### config.mk
export PLATFORM = sky130hd
export DESIGN_NAME = fetch_stage
export DESIGN_NICKNAME = d
export VERILOG_FILES = /design/src/rtl/fetch_stage.sv
export SDC_FILE = /design/constraint.sdc
export NUM_CORES = 1
export LEC_CHECK = 0
export CORE_MARGIN = 2
export CORE_UTILIZATION = 45
export CTS_BUF_LIST = sky130_fd_sc_hd__clkbuf_16
export DETAILED_ROUTE_END_ITERATION = 12
export PLACE_DENSITY = 0.8
export REMOVE_ABC_BUFFERS = 1
export SLEW_MARGIN = 25
export SYNTH_ARGS = -nofsm -noshare
export SYNTH_HDL_FRONTEND = slang
export SYNTH_SLANG_ARGS = --single-unit
### constraint.sdc
create_clock -name clk -period 2.5 [get_ports clk]
set_input_delay 0.25 -clock clk [delete_from_list [all_inputs] [get_ports clk]]
set_output_delay 0.25 -clock clk [all_outputs]
set_load 0.005 [all_outputs]
### src/rtl/fetch_stage.sv
// rtl/fetch_stage.sv - instruction fetch stage: PC, imem drive, IF/ID register (optional FETCH_PERF_EN counters)
module fetch_stage #(
    parameter int                  ADDR_W    = 15,
    parameter int                  INSTR_W   = 20,
    parameter logic [ADDR_W-1:0]   RESET_PC  = '0,
    parameter logic [INSTR_W-1:0]  NOP_INSTR = '0
) (
    input  logic               clk,
    input  logic               reset,
    input  logic               StallF,
    input  logic               StallD,
    input  logic               FlushD,
    input  logic               PCSrcE,
    input  logic [ADDR_W-1:0]  PCTargetE,
    input  logic [INSTR_W-1:0] RD,
    output logic [ADDR_W-1:0]  PCF,
    output logic               imem_en,
    output logic [INSTR_W-1:0] InstrD,
    output logic [ADDR_W-1:0]  PCD,
    output logic [ADDR_W-1:0]  PCPlus1D
`ifdef FETCH_PERF_EN
    ,
    output logic [31:0]        fetch_count,
    output logic [31:0]        stall_count
`endif
);

    localparam logic [0:0] WARMUP = 1'b0;
    localparam logic [0:0] RUN    = 1'b1;

    logic [0:0]        state;
    logic [ADDR_W-1:0] pc_plus1;

    // Wraps modulo 2^ADDR_W; the carry is intentionally dropped.
    assign pc_plus1 = PCF + ADDR_W'(1);

    // The memory is usable in every cycle outside reset, including the warmup cycle.
    assign imem_en = ~reset;

    // WARMUP lasts exactly one clock after reset, then RUN until the next reset.
    always_ff @(posedge clk or posedge reset) begin
        if (reset) state <= WARMUP;
        else       state <= RUN;
    end

    // Program counter: redirect beats stall, otherwise sequential fetch.
    always_ff @(posedge clk or posedge reset) begin
        if (reset) begin
            PCF <= RESET_PC;
        end else if (state == RUN) begin
            if (PCSrcE)       PCF <= PCTargetE;
            else if (!StallF) PCF <= pc_plus1;
        end
    end

    // IF/ID register: bubble during warmup, flush beats stall, otherwise capture RD.
    always_ff @(posedge clk or posedge reset) begin
        if (reset) begin
            InstrD   <= NOP_INSTR;
            PCD      <= '0;
            PCPlus1D <= '0;
        end else if (state == WARMUP || FlushD) begin
            InstrD   <= NOP_INSTR;
            PCD      <= '0;
            PCPlus1D <= '0;
        end else if (!StallD) begin
            InstrD   <= RD;
            PCD      <= PCF;
            PCPlus1D <= pc_plus1;
        end
    end

`ifdef FETCH_PERF_EN
    // Saturating counters of useful fetches and front-end stall cycles.
    always_ff @(posedge clk or posedge reset) begin
        if (reset) begin
            fetch_count <= '0;
            stall_count <= '0;
        end else if (state == RUN) begin
            if (!FlushD && !StallD && fetch_count != 32'hFFFF_FFFF)
                fetch_count <= fetch_count + 32'd1;
            if (StallF && !PCSrcE && stall_count != 32'hFFFF_FFFF)
                stall_count <= stall_count + 32'd1;
        end
    end
`endif

endmodule
==> impl_results.md <==
- Drt via density: between 5 and 6
- Initial antenna violation count: 0
- Worst r2r path cells: 5
- Layout cells sized above 1: 9.02%
- Setup TNS: 0 ns
- Worst Skew: approximately 0.0068 ns
- CTS tree: done
- Most common flop cell mapped by yosys: dfrtp_1
- CP endpoint kind: flip-flop
- Gate power share: roughly 16%
- Nets: about 410
- Pwr/cell area: approximately 690 mW/mm^2
- Crit-path max FO: 9
- Synth area leaders: dfrtp_1 (56%), a22o_1 (10%), nand2_1 (3.3%)
- Switching power share of the total: between 20% and 30%
- Slowest cell on crit path: dfrtp_1
- FP Rows: 29
- Grt total ovfl: 0
- CP endpoint: PCF[14]$_DFFE_PP0P_
- Net switching power: about 0.76 mW
- Setup CP Type: flip-flop to flip-flop
- DRC: 0
- Clk sinks: between 60 and 70
- Top Ports: approximately 110
- Antenna Nets Post-Route: 0
- Clk root buf: clkbuf_16
- Cts bufs inserted: 9
- Relative slew margins: 44.9%
- DP HPWL: 5.21 mm
- Area of the multi-input gates: about 0.0012 mm^2
- Core area: ~0.0063 mm^2
- Register area: ~0.0017 mm^2
- Slowest stage delay, CP: approximately 0.46 ns
- Reg power frac: approximately two fifths
- Area leader, netlist: dfrtp_1
- Worst-Skew Late Latency: roughly 0.32 ns
- Hold Vio Cnt, Final: 0
- Clk pwr share: between 40 and 50%
- Worst r2r src: PCF[0]$_DFFE_PP0P_
- Syn_area_per_cell: about 11 um^2
- R2R Setup Slk: a little under 0.6 ns
- Post-CTS setup buffer count: 0
- Initial Utilization: 46.8%
- Die height: approximately 85 um
- Clock Pin Slew Worst Setup and Hold Paths: roughly 0.06 ns
- Required @ worst endpoint: roughly 2.7 ns
- Ys async rst share: 100%
- Worst Tran Pin Value: 0.826 ns
- Pint: 2.29 mW
- VDD IR max: roughly 500 uV
- Mapped cell area: between 0.002 and 0.003 mm^2
- CP Data Arrival Time: approximately 2.2 ns
- Critical path startpoint: PCF[0]$_DFFE_PP0P_
- RSZ-0062 raised after global routing: false
- Die Area: 0.00727 mm^2
- Synth top area share: 55.6%
- Core Util, Final: 69.5%
- GRT Overall Usage: about 22%
- Sequence of cells on the critical path: ha_1 -> nand3_2 -> nor4_4 -> a211oi_1 -> a311oi_1
- Port-buffer cells: ~110
- Hold Path Class: flip-flop to flip-flop
- Max cap viols: 0
- Area grow syn2layout: 48.6%
- Syn Inst Count: 270
- Filler instances: around 480
- Most frequent cell after synthesis: dfrtp_1
- First-pass GRT wire length: between 10 and 15 mm
- Hold Crit Depth: 2
- Commonest cells in the netlist: dfrtp_1 (66), a22o_1 (34), nand2_1 (26)
- Vias: around 2500
- Period utilization: between 70% and 80%
- Yosys reg bits: 66
- CTS Hold Bufs: 0
- Pin count of the biggest net entering global routing: between 60 and 70
- FMAX: just over 0.5 GHz
- H-tree depth: 3
- Sequential share of the synthesized area: a little under three fifths
- Slew Viols, Final: 0
- Worst setup SP type: flip-flop
- P_leak: about 1.8 nW
- CTS resizes: 0
- WL final: 7.74 mm
- YS warnings: 0
- Clock buffer depth: 2
- Final setup violation count: 0
- Capturing point of the worst reg2reg path: PCF[14]$_DFFE_PP0P_
- DR WL/cell: between 15 and 20 um
- Number of synthesized flops with an enable pin: 0
- First-pass detailed-route iteration total: 4
- Post-synth cell types: between 40 and 50
- Outcome: completed
- Die width: between 80 and 90 um
- Tmin final: 1.92 ns
- Detailed Route Iter0 Violations: between 100 and 150
- Antenna cells: 0
- Vias in the first global route: between 2000 and 3000
- RD Place Congestion: just under 0.9
stage by stage:
step	cell area, um^2	power (mW)	cells	worst slack (ns)	hold WS, ns
6_report	4410	3.05	454	0.576	0.481
4_1_cts	4410	3.08	454	0.563	0.486
2_1_floorplan	2880	1.47	248	0.254	0.383
3_3_place_gp	4110	1.76	438	0.390	0.468
3_5_place_dp	4110	1.77	438	0.326	0.474
5_1_grt	4410	3.17	454	0.417	0.503
cells in the final DEF (no fill, tap or decap), types with 3 or more instances in the layout:
| cell | n |
|---|---|
| clkdlybuf4s50_1 | 106 |
| o22ai_1 | 4 |
| o21ai_0 | 8 |
| o2bb2ai_1 | 3 |
| dfrtp_1 | 66 |
| clkinv_1 | 3 |
| nor2_1 | 11 |
| a211oi_1 | 3 |
| clkbuf_16 | 9 |
| nor3_1 | 5 |
| nor4_2 | 3 |
| buf_4 | 6 |
| o21ai_1 | 18 |
| nand3_1 | 4 |
| inv_1 | 5 |
| nand2_1 | 26 |
| xnor2_1 | 10 |
| a21oi_1 | 8 |
| a22o_1 | 34 |
| xor2_1 | 3 |
sequential cells by signal, summed over array words and instances (netlist names):
register	count
InstrD	20
PCD	15
PCPlus1D	15
state	1
PCF	15
critical path, delay by kind of cell, from the launching register on:
kind / cells / cell delay (ns)
AOI/OAI and AO/OA: 2 / 0.37
and+or+nand+nor: 2 / 0.70
DFF: 1 / 0.46
adders and majority gates: 1 / 0.28
power groups by stage:
stage,logic (mW),registers (mW),clock network [mW]
2_1_floorplan,0.203,1.26,0
3_3_place_gp,0.482,1.28,0
3_5_place_dp,0.491,1.28,0
4_1_cts,0.496,1.26,1.32
5_1_grt,0.534,1.28,1.36
6_report,0.491,1.26,1.30
layer usage:
layer  vias to the layer above  global-route usage [%]  wire, um
met2                       110                    35.7      3750
li1                       1198                       -         -
met3                         8                    4.38       569
met1                      1224                    29.5      3370
met4                         0                    7.36        53
met5                         -                       0         0
how the worst min path moves through the flow:
stage                              endpoint                     from
finish              PCPlus1D[2]$_DFFE_PP0P_  PCPlus1D[2]$_DFFE_PP0P_
global route        PCPlus1D[4]$_DFFE_PP0P_  PCPlus1D[4]$_DFFE_PP0P_
CTS                 PCPlus1D[2]$_DFFE_PP0P_  PCPlus1D[2]$_DFFE_PP0P_
detailed placement  PCPlus1D[9]$_DFFE_PP0P_  PCPlus1D[9]$_DFFE_PP0P_
global placement    PCPlus1D[3]$_DFFE_PP0P_  PCPlus1D[3]$_DFFE_PP0P_
floorplan             InstrD[0]$_DFFE_PP0P_                    RD[0]
final cells by class:
class	instances	area share (%)
Sequential cell	66	37.4
Clock buffer	9	5.10
Tap cell	77	2.18
Multi-Input combinational cell	175	27.3
Inverter	7	0.595
Clock inverter	7	1.90
Timing Repair Buffer	113	25.5
cell families (layout without fill, tap and decap cells):
logic type / count (synthesis) / after routing / synth area share, %
flops: 66 / 66 / 55.6
buf+inv: 29 / 136 / 4.09
simple gates: 66 / 66 / 13.2
compound gates: 92 / 92 / 22.0
other cells: 1 / 1 / 0.126
mux: 2 / 2 / 0.674
xor+xnor: 13 / 13 / 3.83
fa+ha+maj: 1 / 1 / 0.421
Power figures use the tool's default switching activity.
